$ cat config.mk
export PLATFORM = sky130hd
export DESIGN_NAME = xfifo_sc
export DESIGN_NICKNAME = d
export VERILOG_FILES = /design/src/rtl/xfifo_sc.sv
export SDC_FILE = /design/constraint.sdc
export NUM_CORES = 2
export LEC_CHECK = 0
export BUFFER_PORTS_ARGS = -buffer_cell sky130_fd_sc_hd__buf_4
export CELL_PAD_IN_SITES_DETAIL_PLACEMENT = 0
export CELL_PAD_IN_SITES_GLOBAL_PLACEMENT = 2
export CORE_MARGIN = 3
export CORE_UTILIZATION = 35
export DETAILED_ROUTE_END_ITERATION = 10
export PLACE_DENSITY = 0.58
export RECOVER_POWER = 50
export REMOVE_ABC_BUFFERS = 1
export SYNTH_ARGS = -nofsm -noshare
export SYNTH_HDL_FRONTEND = slang
export SYNTH_SLANG_ARGS = --single-unit
$ cat constraint.sdc
create_clock -name clk -period 4.25 [get_ports clk]
set_clock_uncertainty 0.2 [all_clocks]
set_input_delay 0.2125 -clock clk [delete_from_list [all_inputs] [get_ports clk]]
set_output_delay 0.2125 -clock clk [all_outputs]
set_load 0.02 [all_outputs]
$ cat src/rtl/xfifo_sc.sv
// Single-clock soft FIFO with standard (registered) read port, Xilinx-style flags and handshakes.
// Latency: write-to-flags 1 edge, read 1 cycle (rd_en edge -> dout/valid), write-to-dout 2 cycles.
// Backpressure: writes rejected while full (overflow pulse), reads rejected while empty (underflow pulse).
module xfifo_sc #(
    parameter int unsigned dta_width   = 8,
    parameter int unsigned addr_width  = 8,
    parameter int unsigned prog_thresh = 1
) (
    input  logic                 clk,
    input  logic                 rst,
    input  logic [dta_width-1:0] din,
    input  logic                 wr_en,
    output logic                 full,
    output logic                 wr_ack,
    output logic                 overflow,
    output logic                 prog_full,
    output logic [dta_width-1:0] dout,
    input  logic                 rd_en,
    output logic                 empty,
    output logic                 valid,
    output logic                 underflow,
    output logic                 prog_empty
);

    localparam int unsigned DEPTH = 2 ** addr_width;
    localparam int unsigned PF_INT = DEPTH - prog_thresh;

    // Flag thresholds sized to the occupancy counter.
    localparam logic [addr_width:0] FULL_LVL = DEPTH[addr_width:0];
    localparam logic [addr_width:0] PE_LVL   = prog_thresh[addr_width:0];
    localparam logic [addr_width:0] PF_LVL   = PF_INT[addr_width:0];

    logic [dta_width-1:0]  mem [DEPTH];
    logic [addr_width-1:0] wp;
    logic [addr_width-1:0] rp;
    logic [addr_width:0]   count;
    logic                  wr_ok;
    logic                  rd_ok;

    // Acceptance is decided only by the flags at this edge; a same-cycle read never frees room for a write.
    always_comb begin
        wr_ok = wr_en & ~full;
        rd_ok = rd_en & ~empty;
    end

    // Status flags are pure decodes of the occupancy register.
    always_comb begin
        empty      = (count == '0);
        full       = (count == FULL_LVL);
        prog_empty = (count <= PE_LVL);
        prog_full  = (count >= PF_LVL);
    end

    // Storage array: no reset, written only on accepted writes so rejected requests cannot corrupt it.
    always_ff @(posedge clk) begin
        if (wr_ok) begin
            mem[wp] <= din;
        end
    end

    // Pointers and occupancy; pointers wrap naturally at DEPTH.
    always_ff @(posedge clk or posedge rst) begin
        if (rst) begin
            wp    <= '0;
            rp    <= '0;
            count <= '0;
        end else begin
            if (wr_ok) begin
                wp <= wp + 1'b1;
            end
            if (rd_ok) begin
                rp <= rp + 1'b1;
            end
            case ({wr_ok, rd_ok})
                2'b10:   count <= count + 1'b1;
                2'b01:   count <= count - 1'b1;
                default: count <= count;
            endcase
        end
    end

    // Registered read port: dout holds its last value unless a read is accepted.
    always_ff @(posedge clk or posedge rst) begin
        if (rst) begin
            dout <= '0;
        end else if (rd_ok) begin
            dout <= mem[rp];
        end
    end

    // One-cycle handshake pulses describing the previous cycle's requests.
    always_ff @(posedge clk or posedge rst) begin
        if (rst) begin
            wr_ack    <= 1'b0;
            overflow  <= 1'b0;
            valid     <= 1'b0;
            underflow <= 1'b0;
        end else begin
            wr_ack    <= wr_ok;
            overflow  <= wr_en & full;
            valid     <= rd_ok;
            underflow <= rd_en & empty;
        end
    end

endmodule

* Word level (Yosys, flattened, before mapping)
Memory sizes are Yosys's and may differ from the RTL's. A register that Yosys moved wholly into a read port is not among the register bits. Index checks and enable logic that the tools add are counted.
Word-level totals: bits in registers 29, latch bits 0, memory bits (writable) 2048, bits in read-only memories 0, input port bits 12, output and inout port bits 16, word-level logic and storage cells 28, memories 1
Operators by class: add/subtract/negate cells 4, multipliers 0, divide/modulo/power cells 0, order comparisons 2, equality and inequality tests 3, shift operators 0, mux-type cells 3, bitwise operators 6, reductions and logical operators 2
Memories:
- mem | words 256, bits a word 8, rd ports 1, clocked after Yosys merged registers in 1, write ports 1, RTL line 33 | logic [dta_width-1:0] mem [DEPTH];
Operator list (count):
- 9-bit one-hot mux with 2 select lines | 1
- 8-bit by 1-bit adder with 8-bit output (second input constant) | 2
- 9-bit by 1-bit adder with 9-bit output (second input constant) | 1
- 9-bit equality test (second input constant) | 1
- 9-bit by 8-bit >= comparator with 1-bit output (second input constant) | 1
- 9-bit by 1-bit less-or-equal comparator with 1-bit output (second input constant) | 1
- 9-bit logical NOT | 1
- 9-bit by 1-bit subtractor with 9-bit output (second input constant) | 1
- 1-bit AND | 4
- 2-bit by 1-bit equality test with 1-bit output (second input constant) | 1
- 2-bit equality test (second input constant) | 1
- 1-bit 2-to-1 mux | 2
- 1-bit NOT | 2
- 2-bit nonzero test | 1

* Longest topological paths before layout
word-level depth 5, gate-level depth with buffers 14, depth with buffers taken out 11

* Worst setup path before layout
No wires, ideal clock.
path kind register -> register, from reg count[0], to mem mem[223][0], enable pin, setup time 370 ps, arrival time 2427 ps, required time 3680 ps, setup slack 1253 ps, stages on the path, launching flop included 9, clock period less this slack 2997 ps, path through dfrtp_1 -> inv_1 -> ha_1 -> and3_1 -> nor2b_1 -> clkbuf_1 -> nand4_1 -> clkbuf_1 -> nor2_1
On the way: word-level cells in the longest chain between the ends 5
Ends and longest elaborated chain:
- from (decl) | RTL line 36 | logic [addr_width:0] count;
- from (signal assigned) | RTL line 75 | 2'b10: count <= count + 1'b1;
- from (signal assigned) | RTL line 76 | 2'b01: count <= count - 1'b1;
- from (signal assigned) | RTL line 77 | default: count <= count;
- 9-bit equality test | RTL line 49 | full = (count == FULL_LVL);
- net full | RTL line 13 | output logic full,
- 1-bit NOT | RTL line 42 | wr_ok = wr_en & ~full;
- 1-bit AND | RTL line 42
- 1-bit 2-to-1 mux | RTL line 56 | if (wr_ok) begin
- 1-bit 2-to-1 mux (implied by the code) | RTL line 57 | mem[wp] <= din;
- to (decl) | RTL line 33
The timed path passes the listed nets, and every way through them passes these cells.

==> run summary <==
slowest CP cell -> o31ai_1
worst IR drop on VDD -> 0.423 mV
Power Density -> 630 nW/µm²
GR Overflow Total -> 0
EDFF count, synth -> 2048
CP Buf/Inv Count -> 2
CP Class -> reg -> reg
Sw Ratio -> 0.320
CP startpoint kind -> flip-flop
placed cell count -> 7172
most common cell after layout, fill and taps aside -> edfxtp_1
CP peak stage delay -> 0.74 ns
Clock Tree Buf Depth -> 3
P_int -> 40.7 mW
register bit total from synthesis -> 2085
status -> complete, but fails checks
Final setup viols -> 0
final hold violations -> 0
Slew headroom -> -1.10
DIE AREA -> 238000 µm²
unrepaired setup endpoints after global routing -> false
combinational share of power -> 0.296
period utilization -> 0.945
max-cap viol count -> 9
initial antenna violation count -> 13
Post-synth ARST share -> 0.0177
total CTS buffers -> 218
most frequent cells in the layout -> edfxtp_1, mux4_2, buf_4
final wirelength -> 241 mm
CTS H-tree depth -> 4
fin. max-slew vios -> 924
register share of total power -> 0.393
Register Area -> 62400 µm²
Worst EP required -> 4.84 ns
Avg Cell Area, Syn -> 20.9 µm²
Yosys cell types -> 71
worst slew pin tran -> 3.14 ns
Worst-Skew Late Latency -> 0.86 ns
failing checks -> capacitance limit, slew limit
Max Fclk -> 0.249 GHz
Layout area overhead -> 16.8%
delay-heaviest family, CP -> compound AO/OA/AOI/OAI gates
Pleak -> 30.5 nW
CTS tree -> built
clock power share -> 0.311
gr usage total -> 0.202
layout cells sized above 1 -> 0.281
Initial Utilization -> 0.353
final non-filler cell total -> 7590
setup_tns -> 0 ns
first-pass GRT wire length -> 338 mm
number of global-route vias before repair -> 41700
CTS root buf -> clkbuf_16
Die Span X -> 488 µm
Yosys warnings -> 0
Antenna Nets Post-Route -> 0
min Tclk post-route -> 4.02 ns
1st-iter DRT viols -> 4175
number of detailed-route iterations in the first pass -> 6
arrival time worst endpoint -> 4.61 ns
Reg clk slew, reported paths -> 0.06 ns
# IOs -> 28
Rows -> 176
Max FO, Critical Path -> 18
Core Box Area -> 231000 µm²
DRC violations left -> 0
Die Y -> 488 µm
fillcell total -> 20200
Synth Instances -> 3895
synthesized area -> 81400 µm²
Wirelength per Cell -> 31.8 µm
area occupied by multi-input gates -> 17700 µm²
routability cong. -> 0.828
cell chain of the critical path -> buf_4 -> and2_2 -> buf_12 -> a22oi_1 -> a31oi_1 -> a2111oi_0 -> o31ai_1 -> a31o_1
Critical Path End Type -> flip-flop
port bufs -> 27
largest net degree at the start of global routing -> 124
fin nets -> 4403
Final HPWL DP -> 153 mm
clk sinks -> 2085
NetSw -> 19.2 mW
Hold WC Path Type -> in -> reg
vias per std cell -> 5.41
Seq/Total Area, Yosys -> 0.767
Synth Flop Type -> edfxtp_1
vias -> 41100
[kinds of logic after synthesis]
logic type	synth area share
DFF	0.767
buffers and inverters	0.0174
and+or+nand+nor	0.0286
xor gates and xnor gates	0.00237
adders and majority gates	0.00169
AOI/OAI and AO/OA	0.0264
muxes	0.157
[stage by stage]
step	setup slack (ns)	util	instance area, µm²	power, mW	hold slack (ns)
3_5_place_dp	0.202	0.382	88100	41.9	-0.0157
6_report	0.235	0.412	95000	59.9	0.265
5_1_grt	0.138	0.412	95000	62.0	0.229
4_1_cts	0.181	0.413	95200	60.6	0.139
3_3_place_gp	0.198	0.382	88100	41.9	-0.0125
2_1_floorplan	-20.20	-	80000	31.0	0.111
[worst register-to-register path: stages, from the launching register on]
cell       delay (ns)
dfrtp_4          0.67
buf_4            0.34
and2_2           0.58
buf_12           0.26
a22oi_1          0.14
a31oi_1          0.58
a2111oi_0        0.27
o31ai_1          0.74
a31o_1           0.18
[power groups by stage]
| stage | Sequential [mW] | Combinational, mW | Clock [mW] |
|---|---|---|---|
| 6_report | 23.5 | 17.8 | 18.6 |
| 5_1_grt | 23.6 | 18.6 | 19.8 |
| 4_1_cts | 23.5 | 18.0 | 19.1 |
| 3_5_place_dp | 23.9 | 18.0 | 0 |
| 3_3_place_gp | 23.9 | 18.0 | 0 |
| 2_1_floorplan | 24.3 | 6.70 | 0 |
[timing repair]
item	CTS	global route
hold buffers	14	0
setup endpoints to repair	0	0
buffers inserted	0	0
gates resized for setup	0	0
hold endpoints to repair	978	0
[cell usage after synthesis (11+ instances only)]
cell / count / area [µm²]
ha_1: 11 / 138
edfxtp_1: 2048 / 61500
nand2_1: 123 / 462
a31oi_1: 14 / 87.6
nor2b_1: 17 / 106
mux2i_1: 201 / 2010
a211oi_1: 14 / 105
a221oi_1: 22 / 193
a21oi_1: 69 / 345
dfrtp_1: 37 / 926
a22oi_1: 54 / 405
buf_1: 15 / 56.3
o21ai_0: 32 / 160
buf_6: 31 / 349
mux4_2: 463 / 10400
xnor2_1: 17 / 149
clkbuf_1: 82 / 308
o22ai_1: 26 / 163
buf_2: 70 / 350
buf_4: 24 / 180
nor2_1: 291 / 1090
and3_1: 11 / 68.8
nand3_1: 46 / 230
nor3_1: 11 / 55.1
o221ai_1: 19 / 166
[sequential cells by signal (all words and copies together), names as in the netlist]
name       flops
count          9
wr_ack         1
dout           8
mem         2048
underflow      1
valid          1
overflow       1
rp             8
wp             8
[path summary, 6_finish.rpt]
path	from	to	slack, ns	cells past startpoint
hold / removal	wr_en	wr_ack	0.27	4
setup / recovery	rp[2]	dout[0]	0.23	8
hold reg to reg	count[3]	count[3]	0.32	1
max in group asynchronous	rst	rp[2]	1.01	5
min in group asynchronous	rst	count[7]	0.29	4
setup reg to reg	rp[2]	dout[0]	0.23	8
[per-layer routing]
layer,track usage,up-vias,share of wire,routed length [µm]
li1,-,17200,-,-
met3,0.0322,264,0.059,14100
met2,0.319,1231,0.47,114000
met5,0,-,0,0
met4,0.0444,0,0.020,4730
met1,0.296,22400,0.45,109000
[area by class of cell]
| cell class | count | area share |
|---|---|---|
| antenna | 2 | 0.0000527 |
| clock buffer | 273 | 0.0605 |
| clock inverter | 129 | 0.0125 |
| inverter | 12 | 0.000553 |
| multi-input combinational | 1568 | 0.186 |
| sequential | 2085 | 0.657 |
| tap | 3026 | 0.0398 |
| timing repair buffer | 495 | 0.0437 |
No activity file was read; power rests on OpenSTA's default activity.
